===== src/rtl/ddr_rw_ctrl.sv =====
// ddr_rw_ctrl: burst read/write sequencer in front of a MIG-style user interface.
// A write moves BURST_LEN beats from an upstream source into the MIG write path.
// A read issues BURST_LEN read commands and returns the collected data.
// Every transaction starts at BASE_ADDR, and the address advances by ADDR_STEP
// for each beat or command.
//
// Ports:
//   ui_clk, rst_n              clock; synchronous active-low reset
//   init_calib_complete        MIG calibration done; starts are ignored until set
//   wr_start / rd_start        start pulses, honoured only in IDLE (write has priority)
//   data_req, wr_ddr_data      upstream write handshake; data is valid while data_req=1
//   wr_done / rd_done          single-cycle completion pulses
//   rd_data_vld, rd_ddr_data   registered read beats
//   ddr_busy                   high while a transaction runs or calibration is pending
//   app_*                      MIG native user interface
module ddr_rw_ctrl #(
    parameter int                BURST_LEN = 64,
    parameter int                ADDR_W    = 28,
    parameter int                DATA_W    = 256,
    parameter int                ADDR_STEP = 8,
    parameter logic [ADDR_W-1:0] BASE_ADDR = '0
) (
    input  logic                ui_clk,
    input  logic                rst_n,
    input  logic                init_calib_complete,
    input  logic                wr_start,
    output logic                data_req,
    input  logic [DATA_W-1:0]   wr_ddr_data,
    output logic                wr_done,
    input  logic                rd_start,
    output logic                rd_data_vld,
    output logic [DATA_W-1:0]   rd_ddr_data,
    output logic                rd_done,
    output logic                ddr_busy,
    output logic [ADDR_W-1:0]   app_addr,
    output logic [2:0]          app_cmd,
    output logic                app_en,
    input  logic                app_rdy,
    output logic [DATA_W-1:0]   app_wdf_data,
    output logic                app_wdf_wren,
    output logic                app_wdf_end,
    output logic [DATA_W/8-1:0] app_wdf_mask,
    input  logic                app_wdf_rdy,
    input  logic [DATA_W-1:0]   app_rd_data,
    input  logic                app_rd_data_valid
);

    localparam int              CNT_W   = $clog2(BURST_LEN + 1);
    localparam logic [CNT_W-1:0] CNT_END  = CNT_W'(BURST_LEN);
    localparam logic [CNT_W-1:0] CNT_LAST = CNT_W'(BURST_LEN - 1);
    localparam logic [ADDR_W-1:0] STEP    = ADDR_W'(ADDR_STEP);

    localparam logic [2:0] CMD_WR = 3'b000;
    localparam logic [2:0] CMD_RD = 3'b001;

    typedef enum logic [2:0] {
        IDLE  = 3'b001,
        WRITE = 3'b010,
        READ  = 3'b100
    } state_e;

    state_e              state_q, state_d;
    logic [CNT_W-1:0]    wr_cnt_q, wr_cnt_d;
    logic [CNT_W-1:0]    cmd_cnt_q, cmd_cnt_d;
    logic [CNT_W-1:0]    rd_cnt_q, rd_cnt_d;
    logic [ADDR_W-1:0]   app_addr_q, app_addr_d;
    logic                wr_done_q, wr_done_d;
    logic                rd_done_q, rd_done_d;
    logic                rd_vld_q, rd_vld_d;
    logic [DATA_W-1:0]   rd_data_q, rd_data_d;

    logic                wr_fire;
    logic                rd_cmd_en;
    logic                rd_cmd_acc;
    logic                rd_beat;
    logic                start_ok;

    // Handshake qualifiers. Gating with rst_n keeps every strobe low for the
    // whole cycle in which reset is asserted, not just after the next edge.
    always_comb begin
        start_ok   = (state_q == IDLE) && init_calib_complete;
        wr_fire    = rst_n && (state_q == WRITE) && (wr_cnt_q < CNT_END)
                     && app_rdy && app_wdf_rdy;
        rd_cmd_en  = rst_n && (state_q == READ) && (cmd_cnt_q < CNT_END);
        rd_cmd_acc = rd_cmd_en && app_rdy;
        rd_beat    = (state_q == READ) && app_rd_data_valid;
    end

    // State register and datapath flops.
    always_ff @(posedge ui_clk) begin
        if (!rst_n) begin
            state_q    <= IDLE;
            wr_cnt_q   <= '0;
            cmd_cnt_q  <= '0;
            rd_cnt_q   <= '0;
            app_addr_q <= BASE_ADDR;
            wr_done_q  <= 1'b0;
            rd_done_q  <= 1'b0;
            rd_vld_q   <= 1'b0;
            rd_data_q  <= '0;
        end else begin
            state_q    <= state_d;
            wr_cnt_q   <= wr_cnt_d;
            cmd_cnt_q  <= cmd_cnt_d;
            rd_cnt_q   <= rd_cnt_d;
            app_addr_q <= app_addr_d;
            wr_done_q  <= wr_done_d;
            rd_done_q  <= rd_done_d;
            rd_vld_q   <= rd_vld_d;
            rd_data_q  <= rd_data_d;
        end
    end

    // Next state.
    always_comb begin
        state_d = state_q;
        case (state_q)
            IDLE: begin
                if (start_ok && wr_start)
                    state_d = WRITE;
                else if (start_ok && rd_start)
                    state_d = READ;
            end
            WRITE: begin
                if (wr_fire && (wr_cnt_q == CNT_LAST))
                    state_d = IDLE;
            end
            READ: begin
                // The read completes on the last data beat, not on the last command.
                if (rd_beat && (rd_cnt_q == CNT_LAST))
                    state_d = IDLE;
            end
            default: state_d = IDLE;
        endcase
    end

    // Next counters, address and registered read path.
    always_comb begin
        wr_cnt_d   = wr_cnt_q;
        cmd_cnt_d  = cmd_cnt_q;
        rd_cnt_d   = rd_cnt_q;
        app_addr_d = app_addr_q;
        wr_done_d  = 1'b0;
        rd_done_d  = 1'b0;
        rd_vld_d   = rd_beat;
        rd_data_d  = rd_beat ? app_rd_data : rd_data_q;

        case (state_q)
            IDLE: begin
                // Held cleared in IDLE, so every transaction starts from a clean base.
                wr_cnt_d   = '0;
                cmd_cnt_d  = '0;
                rd_cnt_d   = '0;
                app_addr_d = BASE_ADDR;
            end
            WRITE: begin
                if (wr_fire) begin
                    wr_cnt_d   = wr_cnt_q + 1'b1;
                    app_addr_d = app_addr_q + STEP;
                    wr_done_d  = (wr_cnt_q == CNT_LAST);
                end
            end
            READ: begin
                if (rd_cmd_acc) begin
                    cmd_cnt_d  = cmd_cnt_q + 1'b1;
                    app_addr_d = app_addr_q + STEP;
                end
                if (rd_beat) begin
                    rd_cnt_d  = rd_cnt_q + 1'b1;
                    rd_done_d = (rd_cnt_q == CNT_LAST);
                end
            end
            default: ;
        endcase
    end

    // Outputs.
    always_comb begin
        data_req     = wr_fire;
        app_wdf_wren = wr_fire;
        app_wdf_end  = wr_fire;
        app_en       = wr_fire || rd_cmd_en;
        app_cmd      = (state_q == READ) ? CMD_RD : CMD_WR;
        app_addr     = app_addr_q;
        app_wdf_data = wr_ddr_data;
        app_wdf_mask = '0;
        wr_done      = wr_done_q;
        rd_done      = rd_done_q;
        rd_data_vld  = rd_vld_q;
        rd_ddr_data  = rd_data_q;
        ddr_busy     = (state_q != IDLE) || !init_calib_complete;
    end

endmodule


===== config.mk =====
export PLATFORM = sky130hd
export DESIGN_NAME = ddr_rw_ctrl
export DESIGN_NICKNAME = d
export VERILOG_FILES = /design/src/rtl/ddr_rw_ctrl.sv
export SDC_FILE = /design/constraint.sdc
export NUM_CORES = 1
export LEC_CHECK = 0
export CORE_AREA = 2 2 429 431
export CTS_CLUSTER_SIZE = 25
export DETAILED_ROUTE_END_ITERATION = 8
export DIE_AREA = 0 0 431 433
export HOLD_SLACK_MARGIN = 0.03
export SLEW_MARGIN = 20
export SYNTH_ARGS = -nofsm -noshare
export SYNTH_HDL_FRONTEND = slang
export SYNTH_SLANG_ARGS = --single-unit

===== constraint.sdc =====
create_clock -name ui_clk -period 2.1 [get_ports ui_clk]
set_input_delay 0.315 -clock ui_clk [delete_from_list [all_inputs] [get_ports ui_clk]]
set_output_delay 0.315 -clock ui_clk [all_outputs]
set_load 0.01 [all_outputs]

; Word level (Yosys, flattened, before mapping)
; Cells that the tools add are included.
; Widths: inputs -> output; s select.
[totals]
register_bits = 311
input_bits = 520
out_inout_bits = 583
elab_cells = 68
[classes]
add_sub_neg = 4
n_lt_le_gt_ge = 2
n_eq_ne = 12
muxes = 15
n_reduce_logical = 26
[ops]
columns = cell, count
row1 = $pmux 28 s3, 1
row2 = $mux 28, 2
row3 = $pmux 7 s2, 3
row4 = $add 28x4->28 const B, 1
row5 = $add 7x1->7 const B, 3
row6 = $mux 7, 3
row7 = $eq 7x6->1 const B, 2
row8 = $lt 7x7->1 const B, 2
row9 = $logic_and 1x1->1, 13
row10 = $mux 3, 4
row11 = $reduce_and 3->1, 4
row12 = $pmux 3 s3, 1
row13 = $ne 2x2->1 const B, 3
row14 = $ne 3x1->1 const B, 2
row15 = $reduce_and 2->1, 3
row16 = $ne 2x1->1 const B, 2
row17 = $reduce_bool 2->1, 2
row18 = $eq 3x1->1 const B, 1
row19 = $eq 3x2->1 const B, 1
row20 = $eq 3x3->1 const B, 1
row21 = $reduce_bool 3->1, 1
row22 = $logic_or 1x1->1, 2
row23 = $logic_not 1->1, 1
row24 = $mux 1, 1

; Longest topological paths before layout
[depth]
depth_word = 8
depth_mapped = 7
depth_no_buf = 5

; Least setup slack after synthesis
; No wires, ideal clock.
[synth_path]
path_type = reg-to-reg
startpoint = reg app_addr_q[3] (netlist: app_addr[3])
endpoint = reg app_addr_q[25] (netlist: app_addr[25])
arrival_time_ns = 1.704
slack_ns = 0.275
stages_incl_launch_ff = 7
n_path_buf = 1
period_less_slack_ns = 1.825
path_cell_list = dfxtp_1 ha_1 and3_1 clkbuf_1 nand4_1 a211oi_1 mux2_2
[synth_via]
elab_chain_len = 3
word_cells_on_any_way = 4
classes_between = add/sub (1) / mux (3)
[synth_lines]
columns = element, line
row1 = from (decl), 66  ; logic [ADDR_W-1:0] app_addr_q, app_addr_d;
row2 = from (signal assigned), 106  ; app_addr_q <= app_addr_d;
row3 = $add 28x4->28 *, "159, 166"
row4 = "$mux 28, on equally long branches", "164, 157"
row5 = $pmux 28 s3 *, 148  ; case (state_q)
; Every way passes the cells marked *; elsewhere a longest branch is shown, timed or not. The select of a mux whose other input is x is not followed.
; A chain may end at the register's enable or synchronous reset.

; Worst setup path in the final report
[layout_path]
startpoint = reg state_q[0]
endpoint = out app_en
[layout_via]
elab_chain_len = 6
word_cells_on_any_way = 9
classes_between = eq/ne (2) / reduce/logical (7)
[layout_lines]
columns = element, line
row1 = from (decl), 62  ; state_e state_q, state_d;
row2 = from (signal assigned), 102  ; state_q <= state_d;
row3 = $eq 3x2->1, 82  ; wr_fire = rst_n && (state_q == WRITE) && (wr_cnt_q < CNT_END)
row4 = $logic_and 1x1->1 (2 in series), 82
row5 = $logic_and 1x1->1 (2 in series), 83  ; && app_rdy && app_wdf_rdy;
row6 = $logic_or 1x1->1 *, 182  ; app_en = wr_fire || rd_cmd_en;
row7 = to (decl), 37  ; output logic app_en,
; Every way passes the cells marked *; elsewhere a longest branch is shown, timed or not.

==> metrics.cfg <==
[status]
status=complete, no violations

[logic_synthesis]
synth-warning-count=0
synth-edff-count=0
ys_ff_latch=308
yosysTopAreaCellShare=0.452
synth_area_um2=13600
ys.flop_type=dfxtp_1
avgSynthCellArea_um2=7.87
yosys.area.top_type=dfxtp_1
synth_area_leaders=dfxtp_1 45%, buf_4 16%, nand2_1 15%
synth_seq_area_share=0.452
async_flop_share=0
netlist_instances=1733
yosysUniqueCellTypes=58

[cts]
root_buffer=clkbuf_16
worstSkewPairLatency_ns=0.64
htree_levels=2
cts.clk_slew.worst_paths_ns=0.07
clockBufferDepth=3
cts.sinks=308
cts_inserted_buffers=41
cts_tree=done

[layout]
regArea_um2=6170
final_common_cell=nand2_1
drive_above_1_share=0.0843
final_nets=2571
multiInputGateArea_um2=4960
n_fill_cell=20800
synthToLayoutAreaGrowth_pct=59.9
finalInstanceArea_um2=21800
fin_cells=4469
postLayoutCoreUtil=0.120
final_cell_mix=551 x nand2_1, 523 x clkdlybuf4s50_1, 306 x dfxtp_1

[min_path]
hold_depth=3
min_from=app_rd_data[211]
holdPathEnd=rd_ddr_data[211]
worstHoldPathType=input port to register

[place]
io_buffers=553
placed_area_um2=20400
gp_congestion=0.858
hpwl_mm=77.9
dp_cells=4387

[setup_path]
crit_path_end_kind=primary output
r2r_end=rd_ddr_data[222]
cp.required_ns=1.78
slowest_delay_ns=0.39
worst-r2r-setup-slack_ns=0.19
worstPathArrival_ns=1.75
slowest_stage=or3b_4
critPathLaunchType=register
critical_path_class=register to primary output
rr_worst_depth=5
path_cells=or3b_4 -> clkinv_2 -> nand2_2 -> o21ai_2 -> buf_2
path_delay_family=simple AND/OR/NAND/NOR gates
timing.rr.start=state_q[1]
path_buf_inv=2
critPathMaxFanout=7

[sta]
fin_crit_sh=0.983
finalClockSkew_ns=0.0450
hold_viol_final=0
maxSlewViolCount=0
finalSetupTns_ns=0
setup-violations-final=0
worstMarginPinSlew_ns=0.902
relSlewSlack=0.399
min_period_ns=2.06
clock.fmax_mhz=485
rsz0062_at_grt=true

[drt]
ant_nets=0
drt_wl_total_mm=92.4
first_iter_violations=1148
num_vias=13200
drc_errors=0
wl_per_cell_um=20.7
firstDrtPassIters=5
routed_via_density=2.95

[die]
core-area_um2=182000
die_y_um=433
start_util=0.0749
die_area_um2=187000
row_count=157
ioPinCount=1103
die_w_um=431

[pwr]
total_power_w=0.0143
leakage_nw=6.78
power_density_nw_per_um2=657
ir_drop_v=0.000549

[global_routing]
antenna_found_initial=35
overflow=0
grt_pass1_vias=12300
grt_pass1_wl_mm=117
track_usage=0.0936
grt_max_degree=83

[run]
drv_cap=0

-- timing repair --
item,4_1_cts,5_1_grt
endpoints found under the setup margin,25,6
gates cloned,0,0
pin swaps,0,1
hold buffers,0,0
resized for setup,48,6
buffers inserted,0,2
-- worst max-delay path by stage --
stage | start | endpoint | slack [ns] | cells past startpoint
6_report | state_q[0] | app_en | 0.04 | 5
5_1_grt | state_q[0] | app_en | -0.05 | 5
3_3_place_gp | rst_n | app_addr[23] | -0.29 | 7
3_5_place_dp | rst_n | app_addr[15] | -0.28 | 7
4_1_cts | state_q[0] | app_en | -0.03 | 5
2_1_floorplan | app_addr[3] | app_addr[25] | 0.28 | 6
-- power breakdown --
group | internal, W | switching [W] | total [W] | leakage [nW]
registers | 0.00587 | 0.0000188 | 0.00589 | 2.48
logic | 0.000633 | 0.000496 | 0.00113 | 3.64
clock network | 0.00421 | 0.00309 | 0.00731 | 0.664
total | 0.0107 | 0.00361 | 0.0143 | 6.78
-- through the flow --
step	hold slack, ns	setup WS (ns)
6_report	0.232	0.0363
5_1_grt	0.192	-0.0464
4_1_cts	0.144	-0.0325
3_5_place_dp	0.446	-0.283
3_3_place_gp	0.440	-0.288
2_1_floorplan	0.441	0.275
-- worst register-to-register path, stage by stage, from the launching register on --
cell	delay, ns
dfxtp_1	0.33
buf_4	0.17
or4bb_4	0.58
buf_4	0.41
nand2_1	0.24
a21oi_1	0.08
-- cells by family after synthesis --
family | share of synthesized area
AND/OR/NAND/NOR | 0.196
buffers and inverters | 0.198
AO/OA/AOI/OAI | 0.133
flip-flops | 0.452
multiplexers | 0.0127
XOR/XNOR | 0.00385
adder cells (fa/ha/maj) | 0.00367
other | 0.000275
-- flip-flops by register name, indices dropped and copies added, names as in the netlist --
register     cells
wr_cnt_q         7
state_q          3
rd_cnt_q         7
rd_done          1
wr_done          1
app_addr        25
rd_ddr_data    256
cmd_cnt_q        7
rd_data_vld      1
-- metal layers --
metal  global-route usage  wire (um)
met5               0.0133        392
met4               0.0509       4620
met3               0.0799      17200
met2                0.133      39500
met1               0.0927      30700
-- final cells by class --
cell class / count / area share
Timing Repair Buffer: 635 / 0.287
Sequential cell: 308 / 0.283
Multi-Input combinational cell: 1050 / 0.227
Tap cell: 2385 / 0.137
Clock buffer: 58 / 0.0523
Clock inverter: 15 / 0.0103
Inverter: 11 / 0.00230
Antenna cell: 7 / 0.000803
-- cell usage after synthesis, types with 4 or more instances --
library cell and n:
ha_1 4, and4_1 7, nand4_1 6, a21oi_1 276
buf_2 32, o21a_1 4, xnor2_1 4, nand2_1 553
or3_1 19, a211oi_1 12, nor2_1 23, dfxtp_1 308
clkbuf_1 71, buf_4 295, o21ai_0 13, nand3_1 20
inv_1 9, mux2i_1 15, nor3_1 4
No activity file was read; power rests on OpenSTA's default activity.
